## src/rtl/wb_stage.sv

```systemverilog
// Writeback stage: holds one completed instruction, extends load data by lane and drives the
// register file write port plus a commit pulse. Define WB_BYPASS_EN to expose the write as a bypass entry.
module wb_stage #(
  parameter int ADDR_WIDTH = 5,
  parameter int DATA_WIDTH = 32
) (
  input  logic                  clk,
  input  logic                  rst,
  input  logic                  in_valid,
  output logic                  in_ready,
  input  logic [DATA_WIDTH-1:0] in_pc,
  input  logic [ADDR_WIDTH-1:0] in_rd,
  input  logic                  in_rd_wen,
  input  logic [DATA_WIDTH-1:0] in_result,
  input  logic                  in_is_load,
  input  logic [2:0]            in_load_fn,
  input  logic [1:0]            in_addr_lo,
  input  logic                  mem_rvalid,
  input  logic [DATA_WIDTH-1:0] mem_rdata,
  output logic                  rf_wen,
  output logic [ADDR_WIDTH-1:0] rf_waddr,
  output logic [DATA_WIDTH-1:0] rf_wdata,
  output logic                  commit_valid,
  output logic [DATA_WIDTH-1:0] commit_pc,
  output logic                  byp_valid,
  output logic [ADDR_WIDTH-1:0] byp_addr,
  output logic [DATA_WIDTH-1:0] byp_data
);

  typedef enum logic [1:0] {
    IDLE     = 2'd0,
    WAIT_MEM = 2'd1,
    WRITE    = 2'd2
  } state_e;

  state_e                state_q;
  logic [DATA_WIDTH-1:0] pc_q;
  logic [DATA_WIDTH-1:0] data_q;
  logic [ADDR_WIDTH-1:0] rd_q;
  logic                  rd_wen_q;
  logic [2:0]            load_fn_q;
  logic [1:0]            addr_lo_q;
  logic                  accept;
  logic [DATA_WIDTH-1:0] load_d;

  // Lane select with zero fill; misaligned halfwords simply see zeros in the upper lane.
  function automatic logic [DATA_WIDTH-1:0] load_ext(input logic [2:0]            fn,
                                                     input logic [1:0]            lo,
                                                     input logic [DATA_WIDTH-1:0] word);
    logic [DATA_WIDTH-1:0] s;
    s = word >> {lo, 3'b000};
    case (fn)
      3'b000:  load_ext = {{(DATA_WIDTH-8){s[7]}}, s[7:0]};
      3'b001:  load_ext = {{(DATA_WIDTH-16){s[15]}}, s[15:0]};
      3'b100:  load_ext = {{(DATA_WIDTH-8){1'b0}}, s[7:0]};
      3'b101:  load_ext = {{(DATA_WIDTH-16){1'b0}}, s[15:0]};
      default: load_ext = word;
    endcase
  endfunction

  assign in_ready = (state_q == IDLE) || (state_q == WRITE);
  assign accept   = in_valid && in_ready;
  assign load_d   = load_ext(load_fn_q, addr_lo_q, mem_rdata);

  always_ff @(posedge clk or posedge rst) begin
    if (rst) begin
      state_q   <= IDLE;
      pc_q      <= '0;
      data_q    <= '0;
      rd_q      <= '0;
      rd_wen_q  <= 1'b0;
      load_fn_q <= '0;
      addr_lo_q <= '0;
    end else if (accept) begin
      pc_q      <= in_pc;
      rd_q      <= in_rd;
      rd_wen_q  <= in_rd_wen;
      load_fn_q <= in_load_fn;
      addr_lo_q <= in_addr_lo;
      if (in_is_load) begin
        state_q <= WAIT_MEM;
      end else begin
        state_q <= WRITE;
        data_q  <= in_result;
      end
    end else if (state_q == WAIT_MEM) begin
      if (mem_rvalid) begin
        data_q  <= load_d;
        state_q <= WRITE;
      end
    end else if (state_q == WRITE) begin
      state_q <= IDLE;
    end
  end

  assign rf_wen       = (state_q == WRITE) && rd_wen_q && (rd_q != '0);
  assign rf_waddr     = rd_q;
  assign rf_wdata     = data_q;
  assign commit_valid = (state_q == WRITE);
  assign commit_pc    = pc_q;

`ifdef WB_BYPASS_EN
  // Register file reads are not write-through, so decode forwards the value written this cycle.
  assign byp_valid = (state_q == WRITE) && rf_wen;
  assign byp_addr  = rf_waddr;
  assign byp_data  = rf_wdata;
`else
  assign byp_valid = 1'b0;
  assign byp_addr  = '0;
  assign byp_data  = '0;
`endif

endmodule

```

## config.mk

```make
export PLATFORM = sky130hd
export DESIGN_NAME = wb_stage
export DESIGN_NICKNAME = d
export VERILOG_FILES = /design/src/rtl/wb_stage.sv
export SDC_FILE = /design/constraint.sdc
export NUM_CORES = 1
export LEC_CHECK = 0
export CAP_MARGIN = 30
export CELL_PAD_IN_SITES_DETAIL_PLACEMENT = 1
export CELL_PAD_IN_SITES_GLOBAL_PLACEMENT = 1
export CORE_ASPECT_RATIO = 2
export CORE_MARGIN = 3
export CORE_UTILIZATION = 30
export CTS_CLUSTER_DIAMETER = 100
export CTS_CLUSTER_SIZE = 28
export DETAILED_ROUTE_END_ITERATION = 16
export PLACE_DENSITY = 0.89
export SLEW_MARGIN = 30
export SYNTH_ARGS = -nofsm -noshare
export SYNTH_HDL_FRONTEND = slang
export SYNTH_SLANG_ARGS = --single-unit
```

## constraint.sdc

```tcl
create_clock -name clk -period 6.7 [get_ports clk]
set_clock_uncertainty 0.15 [all_clocks]
set_input_delay 1.005 -clock clk [delete_from_list [all_inputs] [get_ports clk]]
set_output_delay 1.005 -clock clk [all_outputs]
set_load 0.02 [all_outputs]
```

# After elaboration in Yosys (flattened, before gate mapping)
# Cells that the tools add are included.
[word_totals]
wordCells = 37
reg_bits = 77
inputBits = 112
[op_classes]
n_shift = 1
n_eq_ne = 7
n_reduce_logical = 12
mux = 10
[ops]
columns = ["op", "n"]
rows = [
  ["two-way mux 32 bit", 4],
  ["one-hot mux 32 bit (4 select lines)", 1],
  ["right shift 32 x 5 -> 16 bit", 1],
  ["two-way mux 2 bit", 5],
  ["equality test 3 bit (second input constant)", 2],
  ["nonzero test 5 bit", 1],
  ["nonzero test 2 bit", 2],
  ["equality test 3 x 1 -> 1 bit (second input constant)", 1],
  ["logical AND 1 bit", 3],
  ["zero test 3 bit", 1],
  ["!= test 3 bit (second input constant)", 1],
  ["AND reduction 3 bit", 1],
  ["nonzero test 3 bit", 1],
  ["equality test 2 x 1 -> 1 bit (second input constant)", 1],
  ["equality test 2 bit (second input constant)", 1],
  ["zero test 2 bit", 1],
  ["!= test 2 bit (second input constant)", 1],
  ["AND reduction 2 bit", 1],
  ["logical OR 1 bit", 1],
]

# Logic depth before layout (Yosys ltp)
# Gate-level depths: netlist of the first run.
[depth]
depth_word = 5
ltp_mapped = 6

# Worst setup path before layout of the first run
# OpenSTA, ideal clock, no wires.
[synth_path]
path_kind = "reg2out"
startpoint = "register state_q[0]"
endpoint = "output port rf_wen"
t_arrival_ns = 1.226
path_slack_ns = 4.319
t_required_ns = 5.545
n_path_buf = 0
path_stages_with_launch = 4
cell_sequence = "dfrtp_1 -> nor2b_1 -> nand2_1 -> a21oi_1"
[synth_between]
elab_chain_len = 3
[synth_lines]
columns = ["element", "line", "source"]
rows = [
  ["start, declared", "36", "state_e state_q;"],
  ["start signal, assigned", "67", "state_q <= IDLE;"],
  ["start signal, assigned", "81", "state_q <= WAIT_MEM;"],
  ["start signal, assigned", "83", "state_q <= WRITE;"],
  ["equality test 2 bit", "--", ""],
  ["named net commit_valid", "23", "output logic commit_valid,"],
  ["logical AND 1 bit (2 in series)", "96", "assign rf_wen = (state_q == WRITE) && rd_wen_q && (rd_q != '0);"],
  ["end, declared", "20", "output logic rf_wen,"],
]
# The timed path passes the listed nets, and every way through them passes these cells.

# Worst setup path after layout of the first run
[layout_path]
startpoint = "input port in_valid"
endpoint = "register data_q[2], in the netlist rf_wdata[2]"
[layout_between]
elab_chain_len = 3
word_cells_on_any_way = 6
classes_between = "eq/ne: 1; mux: 1; reduce/logical: 4"
[layout_lines]
columns = ["element", "line", "source"]
rows = [
  ["start, declared", "9", "input logic in_valid,"],
  ["logical AND 1 bit (*)", "62", "assign accept = in_valid && in_ready;"],
  ["!= test 2 bit (no line) / nonzero test 2 bit (equally long branches)", "--", ""],
  ["AND reduction 3 bit (no line)", "--", ""],
  ["end signal, assigned", "84", "data_q <= in_result;"],
  ["end signal, assigned", "88", "data_q <= load_d;"],
  ["end, declared", "38", "logic [DATA_WIDTH-1:0] data_q;"],
]
# Mark *: on every way between the ends. The rest lies on a longest branch, timed or not.
# A chain may end at the register's enable or synchronous reset.

==> results of run 1 <==
-- cells in the mapped netlist, types with 7 or more instances --
cell type,instances
o21ai_0,12
and3_1,16
a221oi_1,9
buf_4,38
dfrtp_1,77
clkbuf_1,11
o22ai_1,16
inv_1,11
nand2_1,142
a211oi_1,17
nor2_1,37
a32oi_1,7
nand3b_1,9
a21oi_1,12
buf_2,13
-- through the flow --
step / instance area, um^2 / setup slack (ns) / instances
2_1_floorplan: 4260 / 3.58 / 514
3_3_place_gp: 5890 / 3.28 / 786
3_5_place_dp: 5910 / 3.19 / 787
4_1_cts: 6210 / 3.54 / 803
5_1_grt: 6210 / 3.42 / 803
6_report: 6210 / 3.56 / 803
-- worst max-delay path, cell delays in order --
cell,delay (ns)
clkdlybuf4s50_1,0.51
nor2b_4,0.72
buf_4,0.49
a21oi_1,0.08
a221oi_1,0.30
nor2_1,0.07
-- layout make-up --
cell class	count	share of cell area (%)
Clock buffer	10	3.85
Clock inverter	6	1.01
Inverter	11	0.685
Multi-Input combinational cell	356	30.0
Sequential cell	77	31.0
Tap cell	155	3.12
Timing Repair Buffer	188	30.3
-- power groups by stage --
stage / Combinational, mW / Clock, mW / Sequential (mW)
after floorplan: 0.547 / 0 / 1.00
final: 1.31 / 0.489 / 0.840
after CTS: 1.32 / 0.505 / 0.843
after global routing: 1.40 / 0.525 / 0.870
after detailed placement: 1.31 / 0 / 0.847
after global placement: 1.26 / 0 / 0.831
-- routing by layer --
metal | wire, um | up-vias
li1 | - | 1870
met1 | 5060 | 1958
met2 | 8660 | 193
met3 | 1080 | 43
met4 | 752 | 0
met5 | 0 | -
-- final timing paths --
kind | startpoint | to | slack, ns | depth (start not counted)
max | in_valid | rf_wdata[2]$_DFFE_PP0P_ | 3.56 | 6
min | commit_pc[31]$_DFFE_PP0P_ | commit_pc[31]$_DFFE_PP0P_ | 0.33 | 2
max reg2reg | addr_lo_q[1]$_DFFE_PP0P_ | rf_wdata[24]$_DFFE_PP0P_ | 3.96 | 3
min reg2reg | commit_pc[31]$_DFFE_PP0P_ | commit_pc[31]$_DFFE_PP0P_ | 0.33 | 2
max in group asynchronous | rst | rf_wdata[7]$_DFFE_PP0P_ | 4.83 | 4
min in group asynchronous | rst | commit_pc[9]$_DFFE_PP0P_ | 0.97 | 3
-- logic make-up (layout without fill, tap and decap cells) --
group,count (synthesis),in the layout,share of synthesized area (%)
AO/OA/AOI/OAI,87,87,15.1
buffers and inverters,81,215,11.6
AND/OR/NAND/NOR,221,221,23.5
flip-flops,77,77,46.7
multiplexers,10,10,2.91
other,1,38,0.0909
-- state kept, by name (all words and copies together) (netlist names) --
name,flops
addr_lo_q,2
commit_pc,32
load_fn_q,3
rd_wen_q,1
rf_waddr,5
rf_wdata,32
state_q,2
==> results.cfg, run 1 <==
[status]
status = finished, final reports clean

[pwr]
intPower_mw = 1.54
leakage_nw = 2.76
vdd_drop_max_mv = 0.186
power_switching_mw = 1.09
power_mw = 2.63
pwr-share-comb_pct = 49.6
pwr-share-clk_pct = 18.6
seq_power_share_pct = 31.9
p_sw_share_pct = 41.4
p_per_area_nw_per_um2 = 424

[grt]
grt_max_degree = 79
grtUsageTotal_pct = 20.0
overflow = 0
antenna_found_initial = 0
grt_pass1_vias = 4417
use_met3_pct = 5.47
use_met2_pct = 37.2
grt_use_met1_pct = 19.0
grt_pass1_wl_mm = 22.9
top_usage_layer = met2

[route]
vias = 4064
drt_pass1_iterations = 4
wl_per_cell_um = 19.4
drtAntennaViolNets = 0
drc = 0
vias_per_cell = 5.06
wl_mm = 15.5
drt_iter0_drc = 150

[timing]
post-route-period-util_pct = 46.8
hold_viol = 0
fmax_mhz = 319
whs_ns = 0.327
fin_crit_ns = 3.14
rsz0062_at_grt = false
setup_violations = 0
slew_headroom_pct = 34.0
tightest_slew_ns = 0.989
fin_setup_tns_ns = 0
drv_slew = 0

[worst_setup_path]
setup.worst_path.start_class = input port
path_class = input port to flop
end_kind = flop
critPathArrivalTime_ns = 3.20
crit_fanout = 38
worstPathRequired_ns = 6.77

[yosys]
synth_edf_count = 0
async_reset_ff_share_pct = 100
ys_seq_area_share_pct = 46.7
synthCells = 477
synth_top_area_cell = dfrtp_1
yosys_warnings = 0
synthTopCellsByArea = dfrtp_1 (47%), nand2_1 (13%), buf_4 (6.9%)
synth_cell_types = 41
avgSynthCellArea_um2 = 8.65
synth_seq_cells = 77
yosys_most_used_dff = dfrtp_1
synth_area_um2 = 4120
synth_top_area_share_pct = 46.7

[layout]
utilization_pct = 46.2
final_common_cell = clkdlybuf4s50_1
nets = 755
fillers = 1549
register_area_um2 = 1930
areaGrowthSynthToFinish_pct = 50.7
final_cell_mix = clkdlybuf4s50_1 (183), nand2_1 (142), dfrtp_1 (77)
multiInputGateArea_um2 = 1870
num_antenna_cells = 0
drive_gt1_share_pct = 5.71

[clock_tree]
htree_levels = 3
cts_setup_buffers = 0
cts.sinks = 77
clk_path_buf_depth = 2
clock_latency_ns = 0.33
cts_resized = 0
cts_root_buf = clkbuf_16
cts_tree = yes
clk_pin_slew_ns = 0.06
hold_buffers = 0
cts_made_buffers = 9

[floorplanning]
std_cell_rows = 60
design.core.area_um2 = 13400
start_util_pct = 30.7
io_pins = 222
chipWidth_um = 88.9
dieArea_um2 = 15300
die_height_um = 172

[place]
gp_congestion = 0.807
hpwl_mm = 12.0
port_buffers = 183

[hold_path]
holdCritPathClass = flop to flop

[flow_run]
maxCapViolCount = 0
(Power assumes the default switching activity.)
==> inputs of run 2 (changes only) <==
CORE_UTILIZATION = 28   (was 30)
PLACE_DENSITY = 0.84   (was 0.89)
clock period = 2.9 ns   (was 6.7 ns; I/O delays follow)
==> run 2 against run 1 <==
Die area up 6.8%. Worst hold slack worse by 0.026 ns. Utilization down 2.3 points. Largest power group unchanged. Sequential share of layout area down 0.59 points. Non-clock buffer count up 8. Clock power up 140%. First-iteration DRC count down 36%. Wire length up 0.11%. Final cell count up 5.7%.
==> results.cfg, run 2 (synthesized netlist as in run 1, its figures left out) <==
[grt]
antenna_found_initial = 0
grt_max_degree = 43
grtUsageTotal_pct = 19.2
grt_pass1_vias = 4602
overflow = 0
grt_pass1_wl_mm = 24.5

[place]
hpwl_mm = 12.4
gp_congestion = 0.856
port_buffers = 183
place_ws_ns = 0.449
dp_cells = 832
dpl_cell_area_um2 = 6030

[timing]
drv_slew = 0
final.setup.worst_slack_ns = 0.489
rsz0062_at_grt = false
setup_violations = 0
hold_viol = 0
fin_setup_tns_ns = 0
slew_headroom_pct = 58.1
tightest_slew_ns = 0.629
fmax_mhz = 415
whs_ns = 0.301
fin_crit_ns = 2.41
post-route-period-util_pct = 83.1

[route]
drtAntennaViolNets = 0
wl_per_cell_um = 18.3
vias = 4102
top_layer = met4
routed-wl-met2_mm = 8.44
met3_length_mm = 1.11
drt_iter0_drc = 96
drt_pass1_iterations = 4
vias_per_cell = 4.83
wl_mm = 15.6
drc = 0
drt-met1-wl_mm = 5.33

[flow_run]
maxCapViolCount = 0

[floorplanning]
start_util_pct = 28.6
design.core.area_um2 = 14400
io_pins = 222
dieArea_um2 = 16300
chipWidth_um = 91.8
std_cell_rows = 62
die_height_um = 178

[worst_setup_path]
worstPathRequired_ns = 2.32
critPathArrivalTime_ns = 1.83
end_kind = output port
crit_fanout = 7
critical_path.startpoint = state_q[0]$_DFFE_PP0P_
path_class = flop to output port
ff2ff_path_depth = 4
r2r-start = addr_lo_q[1]$_DFFE_PP0P_
rr_endpoint = rf_wdata[22]$_DFFE_PP0P_
reg2reg_slack_ns = 0.67
setup.worst_path.start_class = flop

[layout]
areaGrowthSynthToFinish_pct = 53.6
fin_area_um2 = 6330
fillers = 1727
fin_cells = 849
utilization_pct = 43.9
nets = 763
final_common_cell = clkdlybuf4s50_1
drive_gt1_share_pct = 6.86
final_cell_mix = clkdlybuf4s50_1 (183), nand2_1 (142), dfrtp_1 (77)

[pwr]
power_mw = 6.15
vdd_drop_max_mv = 0.380
p_per_area_nw_per_um2 = 971
leakage_nw = 2.80

[clock_tree]
cts_root_buf = clkbuf_16
clk_pin_slew_ns = 0.06
htree_levels = 3
clk_path_buf_depth = 2
clock_latency_ns = 0.33
cts_tree = yes
cts_setup_buffers = 0
cts.sinks = 77
cts_made_buffers = 9
hold_buffers = 0
cts_resized = 0

[status]
status = finished, final reports clean

[hold_path]
holdCritPathClass = input port to asynchronous set/reset pin
run 2: changes by cell type in the layout (fill, tap and decap cells not counted):
cell and change:
buf_12 +1, buf_4 +7, diode_2 +1
run 2: critical path, cell delays in order (launching register included):
cell,delay (ns)
dfrtp_1,0.47
nor2b_1,0.20
nand2_1,0.09
a21oi_1,0.11
clkdlybuf4s50_1,0.63
run 2: report_power, final:
| part | internal [mW] | total, mW | switching, mW |
|---|---|---|---|
| combinational | 1.40 | 3.11 | 1.70 |
| sequential | 1.53 | 1.90 | 0.368 |
| clock | 0.687 | 1.15 | 0.460 |
| total | 3.62 | 6.15 | 2.53 |
run 2: worst max path at each step:
stage,slack [ns],depth (start not counted),end
6_report,0.49,4,rf_wen
5_1_grt,0.40,4,rf_wen
4_1_cts,0.48,4,rf_wen
2_1_floorplan,0.35,1,addr_lo_q[0]$_DFFE_PP0P_
3_5_place_dp,0.45,5,rf_wdata[15]$_DFFE_PP0P_
3_3_place_gp,0.53,5,rf_wdata[16]$_DFFE_PP0P_
run 2: layout make-up:
class / instances / area, um^2 / area share, %
antenna: 1 / 2.50 / 0.0395
clock inverter: 6 / 62.6 / 0.988
timing repair buffer: 196 / 1950 / 30.9
inverter: 11 / 42.5 / 0.672
clock buffer: 10 / 239 / 3.77
multi-input combinational: 356 / 1870 / 29.5
tap: 192 / 240 / 3.79
sequential: 77 / 1930 / 30.4
run 2: routing by layer:
metal	up-vias	GRT usage [%]
met5	-	0
met4	0	9.68
met3	41	6.07
met2	182	35.2
met1	1993	19.2
li1	1886	-
==> inputs of run 3 (changes only) <==
clock period = 2.4 ns   (was 2.9 ns; I/O delays follow)
==> run 3 against run 2 <==
Via count increased by 0.17%. Cell area rose by 0.51%. Sequential share of layout area is 0.16 points lower. Global-route usage is 0.075 points higher. Critical path depth fell by 2. Clock power grew 19%. Count of clock-buffer cells in the layout did not move. Register-to-register slack worse by 0.33 ns. Total power is 22% higher. Sequential cell count is the same. Critical path type unchanged.
==> results.cfg, run 3 (synthesized netlist as in run 1, its figures left out) <==
[status]
status = finished, final reports clean

[layout]
register_area_um2 = 1930
multiInputGateArea_um2 = 1870
final_common_cell = clkdlybuf4s50_1
final_cell_mix = clkdlybuf4s50_1 (182), nand2_1 (142), dfrtp_1 (77)
areaGrowthSynthToFinish_pct = 54.4
fillers = 1699
drive_gt1_share_pct = 6.86
nets = 765

[pwr]
seq_power_share_pct = 30.3
pwr-share-comb_pct = 51.5
leakage_nw = 2.83
power_mw = 7.51
intPower_mw = 4.42
pwr-share-clk_pct = 18.3
vdd_drop_max_mv = 0.407
p_per_area_nw_per_um2 = 1180
power_switching_mw = 3.08
p_sw_share_pct = 41.1

[clock_tree]
cts_made_buffers = 9
clk_pin_slew_ns = 0.06
cts_setup_buffers = 0
cts_resized = 0
clk_path_buf_depth = 2
clock_latency_ns = 0.33
htree_levels = 3
cts_root_buf = clkbuf_16
hold_buffers = 0
cts.sinks = 77
cts_tree = yes

[timing]
fmax_mhz = 466
drv_slew = 0
tightest_slew_ns = 0.607
rsz0062_at_grt = false
post-route-period-util_pct = 89.4
setup_violations = 0
hold_viol = 0
fin_setup_tns_ns = 0
slew_headroom_pct = 59.5
fin_crit_ns = 2.15

[worst_setup_path]
critPathArrivalTime_ns = 1.64
critical_path.startpoint = state_q[0]$_DFFE_PP0P_
end_kind = output port
crit_fanout = 7
r2r-start = state_q[0]$_DFFE_PP0P_
cp-endpoint = commit_valid
path_class = flop to output port
rr_endpoint = commit_pc[25]$_DFFE_PP0P_
worstPathRequired_ns = 1.89
setup.worst_path.start_class = flop
ff2ff_path_depth = 5
reg2reg_slack_ns = 0.34

[grt]
grt_pass1_wl_mm = 24.4
grt_pass1_vias = 4658
overflow = 0
grtUsageTotal_pct = 19.3
grt_max_degree = 78
antenna_found_initial = 1

[floorplanning]
io_pins = 222
chipWidth_um = 91.8
design.core.area_um2 = 14400
std_cell_rows = 62
die_height_um = 178
start_util_pct = 28.6
dieArea_um2 = 16300

[route]
drt_iter0_drc = 153
drc = 0
vias_per_cell = 4.84
drtAntennaViolNets = 0
wl_mm = 15.7
wl_per_cell_um = 18.5
drt_pass1_iterations = 4
vias = 4109

[flow_run]
maxCapViolCount = 0

[place]
gp_congestion = 0.810
port_buffers = 183
hpwl_mm = 12.3

[hold_path]
holdCritPathClass = flop to flop
[run 3: area by class of cell]
cell class | instances | share of cell area, %
clock inverters | 4 | 0.786
well taps | 192 | 3.77
clock buffers | 10 | 3.75
flip-flops and latches | 77 | 30.3
inverters | 11 | 0.707
multi-input cells | 356 | 29.3
diodes | 1 | 0.0393
repair buffers | 198 | 31.4
[run 3: stage by stage]
step           hold slack (ns)  setup WS (ns)  util (%)  cell area, um^2  instances
5_1_grt                  0.353          0.161      44.1             6370        849
3_5_place_dp             0.315         0.0807      42.1             6070        834
2_1_floorplan            0.296          0.664         -             4270        514
6_report                 0.322          0.254      44.1             6370        849
3_3_place_gp             0.307          0.142      42.1             6070        834
4_1_cts                  0.327         0.0338      44.1             6360        848
[run 3: worst min path at each step]
stage | startpoint | endpoint | slack, ns | cells past startpoint
final | commit_pc[17]$_DFFE_PP0P_ | commit_pc[17]$_DFFE_PP0P_ | 0.32 | 2
after global routing | commit_pc[3]$_DFFE_PP0P_ | commit_pc[3]$_DFFE_PP0P_ | 0.35 | 2
after CTS | commit_pc[17]$_DFFE_PP0P_ | commit_pc[17]$_DFFE_PP0P_ | 0.33 | 2
after detailed placement | commit_pc[17]$_DFFE_PP0P_ | commit_pc[17]$_DFFE_PP0P_ | 0.32 | 2
after global placement | commit_pc[10]$_DFFE_PP0P_ | commit_pc[10]$_DFFE_PP0P_ | 0.31 | 2
after floorplan | rd_wen_q$_DFFE_PP0P_ | rd_wen_q$_DFFE_PP0P_ | 0.30 | 2
[run 3: worst max-delay path, stage by stage, from the launching register on]
cell and delay (ns):
dfrtp_1 0.47, nor2b_1 0.19, clkdlybuf4s50_1 0.65
[run 3: routing by layer]
metal  GRT usage (%)  wire length [um]  vias to the layer above
li1                -                 -                     1892
met1            19.4              5370                     1991
met2            36.4              8670                      191
met3            4.71              1040                       35
met4            9.43               654                        0
met5               0                 0                        -
[run 3: power groups by stage]
stage               clock network [mW]  logic (mW)  registers (mW)
finish                            1.37        3.86            2.27
global route                      1.45        4.17            2.35
CTS                               1.41        3.92            2.28
detailed placement                   0        3.90            2.30
global placement                     0        3.76            2.26
floorplan                            0        1.53            2.80
